--- src/rtl/scroll_sequencer.sv ---
// scroll_sequencer: scrolls a letter buffer across NUM_DIGITS 7-segment digits
// by fetching one ROM word per digit after each step and committing them together.
module scroll_sequencer #(
  parameter int NUM_DIGITS = 4,
  parameter int MSG_LEN    = 16,
  parameter int STEP_DIV   = 25_000_000,
  parameter int ROM_AW     = 5,
  parameter int SEG_W      = 7
) (
  input  logic                          clock_i,
  input  logic                          reset_n_i,
  input  logic                          run_i,
  input  logic                          step_req_i,
  input  logic [$clog2(MSG_LEN):0]      msg_len_i,
  input  logic                          wr_en_i,
  input  logic [$clog2(MSG_LEN)-1:0]    wr_addr_i,
  input  logic [ROM_AW-1:0]             wr_data_i,
  output logic [ROM_AW-1:0]             rom_addr_o,
  output logic                          rom_en_o,
  input  logic [SEG_W-1:0]              rom_data_i,
  output logic [NUM_DIGITS*SEG_W-1:0]   digits_o,
  output logic                          frame_valid_o,
  output logic                          busy_o,
  output logic [$clog2(MSG_LEN)-1:0]    offset_o
);
  localparam int AW = $clog2(MSG_LEN);
  localparam int LW = AW + 1;
  localparam int DW = (NUM_DIGITS > 1) ? $clog2(NUM_DIGITS) : 1;
  localparam int PW = $clog2(STEP_DIV);
  typedef enum logic [1:0] {IDLE, FETCH, LAST, COMMIT} state_t;
  state_t state_q, state_d;
  logic [PW-1:0] pre_q, pre_d;
  logic pend_q, pend_d, tick;
  logic [AW-1:0] off_q, off_d, off_nx, rd_q, rd_d;
  logic [LW-1:0] len_q, len_d, len_eff;
  logic [DW-1:0] d_q, d_d;
  logic [NUM_DIGITS-1:0][SEG_W-1:0] sh_q, sh_d, dig_q, dig_d;
  logic [MSG_LEN-1:0][ROM_AW-1:0] msg_q;
  assign len_eff = (msg_len_i == '0 || msg_len_i > LW'(MSG_LEN)) ? LW'(MSG_LEN) : msg_len_i;
  assign tick = run_i && pre_q == PW'(STEP_DIV - 1);
  assign pre_d = (run_i && !tick) ? pre_q + PW'(1) : '0;
  // a single compare covers both the normal wrap and an offset stranded past a shortened length
  assign off_nx = ({1'b0, off_q} + LW'(1) >= len_eff) ? '0 : off_q + AW'(1);
  assign rom_en_o = state_q == FETCH || state_q == LAST;
  assign rom_addr_o = state_q == FETCH ? msg_q[rd_q] : '0;
  assign frame_valid_o = state_q == COMMIT;
  assign busy_o = state_q != IDLE;
  assign digits_o = dig_q;
  assign offset_o = off_q;
  always_comb begin
    state_d = state_q;
    pend_d = pend_q | tick | step_req_i;
    off_d = off_q;
    rd_d = rd_q;
    len_d = len_q;
    d_d = d_q;
    sh_d = sh_q;
    dig_d = dig_q;
    case (state_q)
      IDLE: if (pend_q) begin
        pend_d = tick | step_req_i;
        off_d = off_nx;
        rd_d = off_nx;
        len_d = len_eff;
        d_d = '0;
        state_d = FETCH;
      end
      FETCH: begin
        if (d_q != '0) sh_d[d_q - DW'(1)] = rom_data_i;
        rd_d = ({1'b0, rd_q} + LW'(1) >= len_q) ? '0 : rd_q + AW'(1);
        d_d = d_q + DW'(1);
        state_d = d_q == DW'(NUM_DIGITS - 1) ? LAST : FETCH;
      end
      LAST: begin
        sh_d[NUM_DIGITS-1] = rom_data_i;
        state_d = COMMIT;
      end
      default: begin
        dig_d = sh_q;
        state_d = IDLE;
      end
    endcase
  end
  always_ff @(posedge clock_i) begin
    if (!reset_n_i) begin
      state_q <= IDLE;
      pre_q <= '0;
      pend_q <= 1'b0;
      off_q <= '0;
      rd_q <= '0;
      len_q <= LW'(MSG_LEN);
      d_q <= '0;
      sh_q <= '1;
      dig_q <= '1;
      msg_q <= '0;
    end else begin
      state_q <= state_d;
      pre_q <= pre_d;
      pend_q <= pend_d;
      off_q <= off_d;
      rd_q <= rd_d;
      len_q <= len_d;
      d_q <= d_d;
      sh_q <= sh_d;
      dig_q <= dig_d;
      if (wr_en_i) msg_q[wr_addr_i] <= wr_data_i;
    end
  end
endmodule
--- config.mk ---
export PLATFORM = sky130hd
export DESIGN_NAME = scroll_sequencer
export DESIGN_NICKNAME = d
export VERILOG_FILES = /design/src/rtl/scroll_sequencer.sv
export SDC_FILE = /design/constraint.sdc
export NUM_CORES = 1
export LEC_CHECK = 0
export BUFFER_PORTS_ARGS = -buffer_cell sky130_fd_sc_hd__buf_2
export CORE_AREA = 8 8 140 142
export CTS_BUF_LIST = sky130_fd_sc_hd__clkbuf_8
export CTS_CLUSTER_DIAMETER = 40
export DETAILED_ROUTE_END_ITERATION = 6
export DIE_AREA = 0 0 148 150
export GPL_TIMING_DRIVEN = 0
export PLACE_DENSITY = 0.67
export SLEW_MARGIN = 25
export SYNTH_ARGS = -nofsm -noshare
export SYNTH_HDL_FRONTEND = slang
export SYNTH_SLANG_ARGS = --single-unit
--- constraint.sdc ---
create_clock -name clock_i -period 2.8 [get_ports clock_i]
set_clock_uncertainty 0.05 [all_clocks]
set_input_delay 0.7 -clock clock_i [delete_from_list [all_inputs] [get_ports clock_i]]
set_output_delay 0.7 -clock clock_i [all_outputs]
set_load 0.02 [all_outputs]
Word level (Yosys, flattened, before mapping)
Index checks and enable logic that the tools add are counted.
- $add $sub $neg: 7
- multiplexer cells: 23
- bitwise logic cells: 3
- reductions and logical operators: 19
- eq/ne operators: 7
- $lt $le $gt $ge: 8
- operators with widths (cell ; count):
    $bwmux W80 ; 1
    $bwmux W28 ; 1
    $mux W28 ; 1
    $add A25 B1 Y25 const B ; 1
    $eq A25 B25 Y1 const B ; 1
    $bmux W5 S4 ; 1
    $demux W5 S4 ; 1
    $mux W5 ; 4
    $demux W7 S2 ; 1
    $pmux W7 S2 ; 1
    $mux W4 ; 3
    $add A4 B1 Y5 const B ; 2
    $ge A5 B5 Y1 ; 2
    $lt A4 B5 Y1 const B ; 2
    $reduce_and A2 Y1 ; 5
    $add A4 B1 Y4 const B ; 2
    $pmux W4 S2 ; 1
    $reduce_bool A2 Y1 ; 4
    $mux W7 ; 1
    $eq A2 B2 Y1 const B ; 3
    $mux W2 ; 3
    $pmux W2 S3 ; 1
    $gt A5 B5 Y1 const B ; 1
    $logic_not A5 Y1 ; 1
    other kinds (16) ; 23
- output and inout bits: 40
- register bits: 179
- logic and storage cells: 98
- input bits: 26

Logic depth before layout (Yosys ltp)
Gate-level depths: netlist of run 1.
- word-level depth: 8
- depth in mapped cells: 10
- mapped depth without buffers: 9

Worst setup path after synthesis of run 1
No wires, ideal clock.
- path type: input -> register
- start point: in msg_len_i[0]
- end point: reg rd_q[1]
- setup slack: -0.121 ns
- required time: 2.680 ns
- arrival time: 2.801 ns
- buffers on the path: 0
- setup time: 0.070 ns
- cell stages on the path: 9
- cell sequence: or4_1 -> ha_1 -> nand2b_1 -> ha_1 -> a21oi_1 -> o21ai_0 -> o41a_1 -> a2bb2oi_1 -> o2bb2ai_1
- word-level cells in the longest chain between the ends: 7
- elaborated cells between the ends (all ways): 8
- those cells by class: 2 x order compare; 4 x mux; 2 x reduce/logical
- RTL lines (item ; RTL line ; text):
    from (decl) ; 14 ; input logic [$clog2(MSG_LEN):0] msg_len_i,
    $gt A5 B5 Y1 or $logic_not A5 Y1 (tied branches) ; 39 ; assign len_eff = (msg_len_i == '0 || msg_len_i > LW'(MSG_LEN)) ? LW'(MSG_LEN) : msg_len_i;
    $logic_or A1 B1 Y1 ; 39 ;
    $mux W5 * ; 39 ;
    $ge A5 B5 Y1 * ; 43 ; assign off_nx = ({1'b0, off_q} + LW'(1) >= len_eff) ? '0 : off_q + AW'(1);
    $mux W4 * ; 43 ;
    $mux W4 * ; 60 ; IDLE: if (pend_q) begin
    $pmux W4 S2 * ; 59 ; case (state_q)
    to (signal assigned) ; 101 ; rd_q <= rd_d;
    to (decl) ; 34 ; logic [AW-1:0] off_q, off_d, off_nx, rd_q, rd_d;
Every way passes the cells marked *; elsewhere a longest branch is shown, timed or not. The select of a mux whose other input is x is not followed.
A chain may end at the register's enable or synchronous reset.

Worst setup path in the final report of run 1
- start point: reg rd_q[0]
- end point: out rom_addr_o[2]
- word-level cells in the longest chain between the ends: 3
- RTL lines (item ; RTL line ; text):
    $bmux W5 S4 ; 45 ; assign rom_addr_o = state_q == FETCH ? msg_q[rd_q] : '0;
    $mux W5 (implied by the code) ; 45 ;
    $mux W5 ; 45 ;
    to (decl) ; 18 ; output logic [ROM_AW-1:0] rom_addr_o,
No other way between the ends. The select of a mux whose other input is x is not followed.

==> results of run 1 <==
## final timing paths
check / from / endpoint / slack, ns / cells past startpoint
worst min register to register: sh_q[13]$_SDFFE_PN1P_ / sh_q[13]$_SDFFE_PN1P_ / 0.42 / 2
worst min-delay path: sh_q[13]$_SDFFE_PN1P_ / sh_q[13]$_SDFFE_PN1P_ / 0.42 / 2
worst max-delay path: rd_q[0]$_SDFFE_PN0P_ / rom_addr_o[2] / -0.1 / 6
worst max register to register: offset_o[0]$_SDFFE_PN0P_ / rd_q[1]$_SDFFE_PN0P_ / 0.45 / 8
## cells by family after synthesis
family | after synthesis | synth area share
fa+ha+maj | 24 | 0.0370
xor+xnor | 27 | 0.0291
simple gates | 357 | 0.228
buf+inv | 61 | 0.0328
flops | 179 | 0.441
compound gates | 42 | 0.0351
mux | 134 | 0.196
## cell type report
| cell class | instances | area, µm² | share of cell area |
|---|---|---|---|
| Timing Repair Buffer | 68 | 393 | 0.0422 |
| Clock inverter | 15 | 190 | 0.0204 |
| Sequential cell | 179 | 3580 | 0.385 |
| Clock buffer | 17 | 234 | 0.0251 |
| Tap cell | 229 | 287 | 0.0308 |
| Inverter | 14 | 52.6 | 0.00564 |
| Multi-Input combinational cell | 584 | 4320 | 0.464 |
| Buffer | 47 | 258 | 0.0277 |
## repair_timing
item | in CTS | in global routing
pin swaps | 4 | 3
endpoints found under the setup margin | 5 | 10
cloned | 1 | 0
buffers inserted | 4 | 0
resized for setup | 25 | 5
## state kept, by name, indices dropped and copies added, names as in the netlist
signal    count
digits_o     28
rd_q          4
pend_q        1
pre_q        25
sh_q         28
state_q       2
offset_o      4
len_q         5
msg_q        80
d_q           2
## power breakdown
| group | internal, mW | switching (mW) | total, mW |
|---|---|---|---|
| clock network | 0.695 | 1.10 | 1.80 |
| logic | 0.235 | 0.281 | 0.516 |
| registers | 2.58 | 0.0247 | 2.60 |
| total | 3.51 | 1.41 | 4.91 |
## routing by layer
layer	share of wire	track usage	up-vias
met2	0.48	0.286	100
li1	-	-	2995
met3	0.045	0.0372	30
met5	0.00067	0	-
met1	0.45	0.203	2784
met4	0.018	0.0627	2
## stage by stage
| stage | instance area, µm² | hold slack, ns |
|---|---|---|
| 2_1_floorplan | 8140 | 0.390 |
| 6_report | 9320 | 0.423 |
| 5_1_grt | 9320 | 0.436 |
| 3_3_place_gp | 8740 | 0.399 |
| 4_1_cts | 9300 | 0.413 |
| 3_5_place_dp | 8740 | 0.406 |
## tightest hold or removal path: stages (launching register included)
cell	delay, ns
sky130_fd_sc_hd__dfxtp_1	0.32
sky130_fd_sc_hd__nand2_1	0.05
sky130_fd_sc_hd__nand3_1	0.06
## cells in the final DEF (no fill, tap or decap), types with 5 or more instances in the layout
cell type                    n
sky130_fd_sc_hd__and3_1      5
sky130_fd_sc_hd__dfxtp_1   178
sky130_fd_sc_hd__clkbuf_1   29
sky130_fd_sc_hd__mux4_2     20
sky130_fd_sc_hd__nor2b_1    83
sky130_fd_sc_hd__clkbuf_8   17
sky130_fd_sc_hd__nand3b_1    5
sky130_fd_sc_hd__mux2i_1   110
sky130_fd_sc_hd__nand2b_1    7
sky130_fd_sc_hd__nor2_2      9
sky130_fd_sc_hd__buf_2      66
sky130_fd_sc_hd__clkinv_8    6
sky130_fd_sc_hd__inv_8       6
sky130_fd_sc_hd__nor2_1     32
sky130_fd_sc_hd__ha_1       22
sky130_fd_sc_hd__nand3_1    57
sky130_fd_sc_hd__nand2_1   123
sky130_fd_sc_hd__o21ai_0    10
sky130_fd_sc_hd__inv_1      14
sky130_fd_sc_hd__a21boi_0    7
sky130_fd_sc_hd__xnor2_1     7
sky130_fd_sc_hd__xor2_1     20
sky130_fd_sc_hd__and2_1     10
sky130_fd_sc_hd__buf_4       9
## synthesized netlist by cell type, drive strengths merged, types with 3 or more instances
cell type,n
a21oi,3
nand4,5
dfxtp,179
nor2,42
mux2i,114
inv,14
o211ai,3
buf,17
o22ai,5
nand3b,6
mux4,20
nand2b,8
and2,10
nor3,3
nand2,123
or3,3
nor4,3
clkbuf,30
and3,5
nand3,58
ha,24
xnor2,7
o21ai,11
xor2,20
a21boi,7
nor2b,84
==> Flow_metrics.wiki, run 1 <==
{| class="wikitable"
! Metric !! Value
|-
| Yosys reg bits || 179
|-
| Number of distinct library cells after synthesis || between 50 and 60
|-
| Total clock sinks || 179
|-
| Clk pin slew, worst setup/hold paths || around 0.10 ns
|-
| Unrepaired setup endpoints after global routing || true
|-
| Share of Yosys cell area claimed by the top area cell type || 0.441
|-
| Critical path buffer and inverter count || 3
|-
| Inserted Clock Buffers || 17
|-
| Critical Path Source Type || flop
|-
| Max incr delay on CP || around 0.52 ns
|-
| Number of filler cells placed in the layout || 1,645
|-
| Critical path class || reg2out
|-
| Cells after Synth || 824
|-
| Max Cap Viol || 0
|-
| CP Data Arrival Time || 2.15 ns
|-
| Wire length of the first global-routing pass || 29,800 µm
|-
| Cell class contributing the biggest share of worst-path delay || multiplexers
|-
| Number of endpoints failing setup at the final stage || 5
|-
| Initial core utilization || 0.463
|-
| Post-layout utilization of the core || 0.531
|-
| Final cell count without fillers || 1,153
|-
| Min-Delay Path Class || reg2reg
|-
| Top Ports || 66
|-
| Worst setup slack after layout || -0.0995 ns
|-
| EDFF count, synth || 0
|-
| Total routing usage reported by global routing || 0.168
|-
| Outcome || complete, but fails checks
|-
| DIE AREA || 22,200 µm²
|-
| Number of buffers inserted by port buffering || 63
|-
| Worst path slowest cell || sky130_fd_sc_hd__mux4_2
|-
| Static power due to leakage || around 3.6 nW
|-
| Core Region || 17,500 µm²
|-
| Power per unit of standard cell area || 527 nW/µm²
|-
| Layout overhead on the synthesized area || 14.8%
|-
| Worst Tran Pin Value || 0.628 ns
|-
| Fraction of final layout cells with drive strength greater than 1 || 0.177
|-
| Number of DRC violations after detailed-routing iteration 0 || 233
|-
| Clock Root Buffer || sky130_fd_sc_hd__clkbuf_8
|-
| Critical Path Sink Type || output port
|-
| Die Width || 148 µm
|-
| TritonCTS clock tree || yes
|-
| Post-Synthesis Mean Instance Area || 9.85 µm²
|-
| Maximum number of pins on one net before global-route repair || 21
|-
| Headroom to the max-slew limit || 0.581
|-
| Setup Total Neg Slack || -0.348 ns
|-
| Number of global-route vias before repair || 5,929
|-
| Crit path max fanout || 8
|-
| Latest clock arrival within the worst-skew pair || around 0.47 ns
|-
| Violations in the final reports || setup timing
|-
| Gp weighted congestion || between 0.8 and 0.9
|-
| FP Rows || 49
|-
| Wire length per cell after detailed routing || 15.6 µm
|-
| Leading cell types by total area after synthesis || sky130_fd_sc_hd__dfxtp_1, sky130_fd_sc_hd__mux2i_1, sky130_fd_sc_hd__nor2b_1
|-
| Antenna diode count || 0
|-
| Number of vias after detailed routing || 5,911
|-
| Worst supply voltage drop on vdd || 0.330 mV
|-
| Via count normalized by instance count || 5.13
|-
| FFs w/ async S/R, synth || 0
|-
| Number of antenna violations at the first check in global routing || 1
|-
| Largest area contributor in the netlist || sky130_fd_sc_hd__dfxtp_1
|-
| Max-slew violation total from the final report || 0
|-
| Die span in y || 150 µm
|-
| Total number of yosys warnings || 0
|-
| Data required, critical path || ~2.1 ns
|-
| DRC violations left || 0
|-
| Seq/Total Area, Yosys || 0.441
|-
| Total wire length after detailed routing || ~18,000 µm
|-
| Pre-CTS setup slack || -0.455 ns
|-
| Overall power after layout || 4.91 mW
|-
| Post-route fraction of the period consumed by the critical path || 1.04
|-
| Max H-tree Level || 4
|-
| Mapped Nets || just under 900
|-
| Maximum clock path buffer count || 2
|-
| Top flip-flop cell by instance count after synthesis || sky130_fd_sc_hd__dfxtp_1
|-
| Total instance count after detailed placement || 1,116
|-
| Count of antenna-violating nets left after detailed routing || 0
|-
| Achievable Freq || 345 MHz
|-
| Detailed Routing Iterations Pass 1 || 4
|-
| HPWL reported at the end of detailed placement || ~13,000 µm
|-
| Min cycle time layout || 2.90 ns
|-
| Post-Syn Area || 8120 µm²
|-
| Net count of the finished layout || approximately 960
|-
| Number of failing hold endpoints at the final stage || 0
|-
| Total grt overflow || 0
|-
| CP Cell Sequence || buf_8 > buf_12 > mux4_2 > mux2i_2 > o22ai_1 > buf_4
|-
| Count of hold buffers inserted by post-cts repair || 0
|}
No activity file was read; power rests on OpenSTA's default activity.
==> inputs of run 2 (changes only) <==
--- a/config.mk
+++ b/config.mk
@@ -8,3 +8,5 @@
 export BUFFER_PORTS_ARGS = -buffer_cell sky130_fd_sc_hd__buf_2
-export CORE_AREA = 8 8 140 142
+export CELL_PAD_IN_SITES_DETAIL_PLACEMENT = 1
+export CELL_PAD_IN_SITES_GLOBAL_PLACEMENT = 1
+export CORE_AREA = 8 8 145 147
 export CTS_BUF_LIST = sky130_fd_sc_hd__clkbuf_8
@@ -12,5 +14,5 @@
 export DETAILED_ROUTE_END_ITERATION = 6
-export DIE_AREA = 0 0 148 150
+export DIE_AREA = 0 0 153 155
 export GPL_TIMING_DRIVEN = 0
-export PLACE_DENSITY = 0.67
+export PLACE_DENSITY_LB_ADDON = 0.1
 export SLEW_MARGIN = 25
--- a/constraint.sdc
+++ b/constraint.sdc
@@ -4,2 +4,2 @@
 set_output_delay 0.7 -clock clock_i [all_outputs]
-set_load 0.02 [all_outputs]
+set_load 0.05 [all_outputs]
==> Flow_metrics.wiki, run 2 (synthesis gave the netlist of run 1 again) <==
{| class="wikitable"
! Metric !! Value
|-
| Slack of the worst reg-to-reg path || just over 0.4 ns
|-
| Critical Path Source Type || flop
|-
| Fraction of final layout cells with drive strength greater than 1 || 0.185
|-
| Worst supply voltage drop on vdd || 0.297 mV
|-
| Latest clock arrival within the worst-skew pair || 0.46 ns
|-
| Worst setup slack after layout || -0.0924 ns
|-
| Hold Crit Start || digits_o[2]$_SDFFE_PN1N_
|-
| FP Rows || 51
|-
| Relative contribution of the clock network to total power || 0.353
|-
| Wire length per cell after detailed routing || approximately 19 µm
|-
| Total clock sinks || 179
|-
| Min-Delay Path Class || reg2reg
|-
| Hold Worst Slack || 0.425 ns
|-
| Count of antenna-violating nets left after detailed routing || 0
|-
| CP Data Arrival Time || 2.14 ns
|-
| Combinational power share || 0.111
|-
| DRC violations left || 0
|-
| HPWL reported at the end of detailed placement || around 16,000 µm
|-
| Max H-tree Level || 4
|-
| Antenna diode count || 0
|-
| Register with the highest flop count || msg_q
|-
| Post-route fraction of the period consumed by the critical path || 1.03
|-
| Hold depth || 2
|-
| Static power due to leakage || 3.54 nW
|-
| Power per unit of standard cell area || around 520 nW/µm²
|-
| Fraction of power spent switching nets || 0.289
|-
| Headroom to the max-slew limit || 0.505
|-
| Initial core utilization || 0.428
|-
| Clk pin slew, worst setup/hold paths || 0.10 ns
|-
| Crit path max fanout || 8
|-
| Unrepaired setup endpoints after global routing || true
|-
| Count of hold buffers inserted by post-cts repair || 0
|-
| Wire length of the first global-routing pass || ~36,000 µm
|-
| Startpoint of the worst register-to-register path || offset_o[0]$_SDFFE_PN0P_
|-
| Violations in the final reports || setup timing
|-
| Detailed Routing Iterations Pass 1 || 6
|-
| Pre-CTS setup slack || -0.501 ns
|-
| CP Cell Sequence || buf_12 > mux4_2 > mux2i_2 > o22ai_1 > buf_4
|-
| Data required, critical path || 2.05 ns
|-
| Via count normalized by instance count || 5.25
|-
| Reg area || between 3000 and 4000 µm²
|-
| Critical path class || reg2out
|-
| Share of total power in sequential cells || 0.536
|-
| Number of failing hold endpoints at the final stage || 0
|-
| Number of DRC violations after detailed-routing iteration 0 || roughly 300
|-
| Number of antenna violations at the first check in global routing || 0
|-
| Critical Path Sink Type || output port
|-
| Gp weighted congestion || 0.792
|-
| Core Region || ~19,000 µm²
|-
| R2R cell count || 8
|-
| Crit path launch || rd_q[0]$_SDFFE_PN0P_
|-
| Maximum clock path buffer count || 2
|-
| Outcome || complete, but fails checks
|-
| Achievable Freq || between 300 and 400 MHz
|-
| Total routing usage reported by global routing || 0.188
|-
| Number of global-route vias before repair || 6,692
|-
| Number of endpoints failing setup at the final stage || 5
|-
| Layout overhead on the synthesized area || 14.6%
|-
| Min cycle time layout || 2.89 ns
|-
| Overall power after layout || between 4 and 5 mW
|-
| Die span in y || 155 µm
|-
| Clock Root Buffer || sky130_fd_sc_hd__clkbuf_8
|-
| Number of buffers inserted by port buffering || 63
|-
| TritonCTS clock tree || yes
|-
| Worst Tran Pin Value || 0.743 ns
|-
| Total wire length after detailed routing || 21,700 µm
|-
| Top Ports || 66
|-
| Switching pwr || 1.41 mW
|-
| Internal Dissipation || 3.47 mW
|-
| Die Width || 153 µm
|-
| Most common library cell in the layout ignoring fill and taps || sky130_fd_sc_hd__dfxtp_1
|-
| Number of filler cells placed in the layout || 2,161
|-
| Worst path slowest cell || sky130_fd_sc_hd__mux4_2
|-
| Total grt overflow || 0
|-
| Leading cell types in the layout, fill and taps excluded || sky130_fd_sc_hd__dfxtp_1, sky130_fd_sc_hd__nand2_1, sky130_fd_sc_hd__mux2i_1
|-
| DIE AREA || 23,700 µm²
|-
| Number of vias after detailed routing || 6,104
|-
| Max Cap Viol || 0
|-
| Max incr delay on CP || between 0.5 and 0.6 ns
|-
| Footprint of the multi-input gates || between 4000 and 5000 µm²
|-
| Max-slew violation total from the final report || 0
|-
| Inserted Clock Buffers || 17
|-
| Maximum number of pins on one net before global-route repair || 19
|-
| Net count of the finished layout || 962
|-
| Post-layout utilization of the core || 0.491
|-
| Flip-flop count of the largest register after layout || 80
|}
run 2: changes by cell type in the layout (fill, tap and decap cells not counted), sizes merged:
cell / delta
buf: +1
clkinvlp: +1
clkinv: -1
run 2: area by class of cell:
class                           count  area share
Multi-Input combinational cell    584       0.466
Sequential cell                   179       0.386
Timing Repair Buffer               70      0.0438
Tap cell                          238      0.0320
Buffer                             46      0.0264
Clock buffer                       17      0.0252
Clock inverter                     15      0.0152
Inverter                           14     0.00565
run 2: repair_timing:
action | CTS | global route
resized for setup | 28 | 9
buffers inserted | 5 | 1
gates cloned | 1 | 0
endpoints found under the setup margin | 7 | 7
pin swaps | 2 | 2
run 2: critical path: cells and delay by family (launching register included):
family	cells	cell delay [ns]
buf+inv	2	0.37
flops	1	0.46
compound gates	1	0.11
mux	2	0.75
run 2: path summary, 6_finish.rpt:
check                                           endpoint
worst max register to register      rd_q[0]$_SDFFE_PN0P_
worst min-delay path            digits_o[2]$_SDFFE_PN1N_
worst min register to register  digits_o[2]$_SDFFE_PN1N_
worst max-delay path                       rom_addr_o[0]
run 2: power by group through the flow:
| stage | Combinational, mW | Clock (mW) | Sequential [mW] |
|---|---|---|---|
| final | 0.542 | 1.72 | 2.61 |
| after global routing | 0.589 | 1.86 | 2.62 |
| after CTS | 0.560 | 1.76 | 2.60 |
| after detailed placement | 0.491 | 0 | 2.66 |
| after global placement | 0.477 | 0 | 2.66 |
| after floorplan | 0.330 | 0 | 2.66 |
run 2: routing by layer:
| layer | track usage | part of all wire | vias up | wire length [µm] |
|---|---|---|---|---|
| met2 | 0.345 | 0.52 | 86 | 11300 |
| met3 | 0.0347 | 0.032 | 28 | 702 |
| met1 | 0.217 | 0.43 | 3004 | 9340 |
| li1 | - | - | 2986 | - |
| met4 | 0.0641 | 0.017 | 0 | 378 |
| met5 | 0 | 0 | - | 0 |
run 2: stage by stage:
step / area [µm²] / std cells / TNS [ns]
final: 9300 / 1163 / -0.301
after detailed placement: 8750 / 1125 / -3.38
after global routing: 9300 / 1163 / -0.720
after floorplan: 8140 / 824 / -0.152
after global placement: 8750 / 1125 / -3.05
after CTS: 9280 / 1163 / -0.696
==> inputs of run 3 (changes only) <==
--- a/constraint.sdc
+++ b/constraint.sdc
@@ -4,2 +4,2 @@
 set_output_delay 0.7 -clock clock_i [all_outputs]
-set_load 0.05 [all_outputs]
+set_load 0.005 [all_outputs]
==> Flow_metrics.wiki, run 3 (synthesis gave the netlist of run 1 again) <==
{| class="wikitable"
! Metric !! Value
|-
| Hold depth || 2
|-
| Worst Tran Pin Value || 0.684 ns
|-
| Die span in y || 155 µm
|-
| Latest clock arrival within the worst-skew pair || 0.46 ns
|-
| Wire length of the first global-routing pass || 34,600 µm
|-
| Min cycle time layout || 2.85 ns
|-
| Power per unit of standard cell area || 519 nW/µm²
|-
| Total grt overflow || 0
|-
| Critical Path Source Type || flop
|-
| Unrepaired setup endpoints after global routing || true
|-
| Worst path slowest cell || sky130_fd_sc_hd__mux4_2
|-
| Via count normalized by instance count || 5.21
|-
| Crit path max fanout || 10
|-
| Total routing usage reported by global routing || 0.182
|-
| Count of antenna-violating nets left after detailed routing || 0
|-
| Antenna diode count || 0
|-
| Max-slew violation total from the final report || 0
|-
| Die Width || 153 µm
|-
| DRC violations left || 0
|-
| Number of failing hold endpoints at the final stage || 0
|-
| Clk pin slew, worst setup/hold paths || roughly 0.09 ns
|-
| Max incr delay on CP || 0.53 ns
|-
| Number of vias after detailed routing || 6,038
|-
| Static power due to leakage || 3.51 nW
|-
| Non-Filler Cell Area, Final || 9250 µm²
|-
| Maximum number of pins on one net before global-route repair || 19
|-
| Capturing point of the worst reg2reg path || rd_q[1]$_SDFFE_PN0P_
|-
| Wire length per cell after detailed routing || 18.2 µm
|-
| Most common library cell in the layout ignoring fill and taps || sky130_fd_sc_hd__dfxtp_1
|-
| Layout overhead on the synthesized area || 14.0%
|-
| Inserted Clock Buffers || 17
|-
| Count of hold buffers inserted by post-cts repair || 0
|-
| Reg area || 3580 µm²
|-
| Number of buffers inserted by port buffering || 63
|-
| Initial core utilization || 0.428
|-
| Worst supply voltage drop on vdd || 0.292 mV
|-
| Max Cap Viol || 0
|-
| Core Region || 19,000 µm²
|-
| Number of global-route vias before repair || 6,679
|-
| Outcome || complete, but fails checks
|-
| Min-Delay Path Class || reg2reg
|-
| Startpoint of the worst register-to-register path || offset_o[0]$_SDFFE_PN0P_
|-
| Gp weighted congestion || 0.786
|-
| Critical path class || reg2out
|-
| Total wire length after detailed routing || around 21,000 µm
|-
| Critical Path Sink Type || output port
|-
| Achievable Freq || 351 MHz
|-
| Slack of the worst reg-to-reg path || about 0.30 ns
|-
| Maximum clock path buffer count || 2
|-
| CP Data Arrival Time || ~2.1 ns
|-
| FP Rows || about 50
|-
| Footprint of the multi-input gates || 4350 µm²
|-
| Headroom to the max-slew limit || 0.544
|-
| Total clock sinks || 179
|-
| Number of DRC violations after detailed-routing iteration 0 || 179
|-
| Destination of the worst hold path || sh_q[10]$_SDFFE_PN1P_
|-
| Hold Crit Start || sh_q[10]$_SDFFE_PN1P_
|-
| DIE AREA || 23,700 µm²
|-
| Post-route fraction of the period consumed by the critical path || 1.02
|-
| Detailed Routing Iterations Pass 1 || 4
|-
| Fraction of final layout cells with drive strength greater than 1 || 0.177
|-
| Flip-flop count of the largest register after layout || 80
|-
| Clock Root Buffer || sky130_fd_sc_hd__clkbuf_8
|-
| CP Cell Sequence || buf_6 > buf_12 > mux4_2 > mux2i_2 > o22ai_1 > buf_2
|-
| Leading cell types in the layout, fill and taps excluded || sky130_fd_sc_hd__dfxtp_1, sky130_fd_sc_hd__nand2_1, sky130_fd_sc_hd__mux2i_1
|-
| Net count of the finished layout || ~960
|-
| Worst setup slack after layout || -0.0453 ns
|-
| Number of filler cells placed in the layout || between 2,000 and 2,500
|-
| TritonCTS clock tree || yes
|-
| Setup Total Neg Slack || -0.142 ns
|-
| Violations in the final reports || setup timing
|-
| Number of antenna violations at the first check in global routing || 0
|-
| Top Ports || 66
|-
| Hold Worst Slack || 0.424 ns
|-
| Max H-tree Level || 4
|-
| R2R cell count || 8
|-
| Number of endpoints failing setup at the final stage || 4
|-
| HPWL reported at the end of detailed placement || 15,900 µm
|-
| DP Area || 8750 µm²
|-
| Register with the highest flop count || msg_q
|-
| Data required, critical path || 2.05 ns
|}
run 3: cell types whose count changed in the layout (fill, tap and decap cells not counted), moves of 2 or more:
cell                      delta
sky130_fd_sc_hd__mux2i_2     -2
sky130_fd_sc_hd__buf_4       -6
sky130_fd_sc_hd__inv_8       -2
sky130_fd_sc_hd__buf_2       +5
run 3: through the flow:
| step | utilization | setup slack, ns | power [mW] | std cells |
|---|---|---|---|---|
| 2_1_floorplan | - | -0.0837 | 2.96 | 824 |
| 3_3_place_gp | 0.462 | -0.516 | 3.11 | 1125 |
| 3_5_place_dp | 0.462 | -0.599 | 3.13 | 1125 |
| 4_1_cts | 0.486 | -0.0938 | 4.86 | 1159 |
| 5_1_grt | 0.488 | -0.139 | 5.03 | 1159 |
| 6_report | 0.488 | -0.0453 | 4.81 | 1159 |
run 3: worst max-delay path, delay by kind of cell, from the launching register on:
| kind | cells | cell delay [ns] |
|---|---|---|
| buffers and inverters | 3 | 0.43 |
| multiplexers | 2 | 0.73 |
| AO/OA/AOI/OAI | 1 | 0.13 |
| flip-flops | 1 | 0.35 |
run 3: where the power goes:
| group | internal (mW) | switching, mW |
|---|---|---|
| clock network | 0.655 | 1.05 |
| registers | 2.58 | 0.0267 |
| logic | 0.215 | 0.286 |
run 3: timing repair:
action	CTS	global route
buffers inserted	2	0
resized for setup	20	6
gates cloned	0	0
pin swaps	3	1
setup endpoints to repair	9	7
run 3: routing by layer:
| layer | vias to the layer above | global-route usage | share of wire |
|---|---|---|---|
| met5 | - | 0 | 0 |
| met4 | 0 | 0.0504 | 0.010 |
| met3 | 18 | 0.0333 | 0.028 |
| met2 | 71 | 0.340 | 0.52 |
| met1 | 2981 | 0.208 | 0.44 |
| li1 | 2968 | - | - |
run 3: worst max path at each step:
stage	startpoint	end	slack, ns	cells after the start
global route	rd_q[0]$_SDFFE_PN0P_	rom_addr_o[1]	-0.14	6
floorplan	msg_len_i[0]	rd_q[1]$_SDFFE_PN0P_	-0.08	9
global placement	msg_len_i[0]	rd_q[1]$_SDFFE_PN0P_	-0.52	10
detailed placement	msg_len_i[0]	rd_q[1]$_SDFFE_PN0P_	-0.60	10
finish	rd_q[0]$_SDFFE_PN0P_	rom_addr_o[0]	-0.05	6
CTS	rd_q[0]$_SDFFE_PN0P_	rom_addr_o[0]	-0.09	6
run 3: cell type report:
type,instances,share of cell area
flip-flops and latches,179,0.387
plain buffers,47,0.0277
clock inverters,15,0.0158
clock buffers,17,0.0253
multi-input cells,584,0.470
inverters,14,0.00568
well taps,238,0.0322
repair buffers,65,0.0357
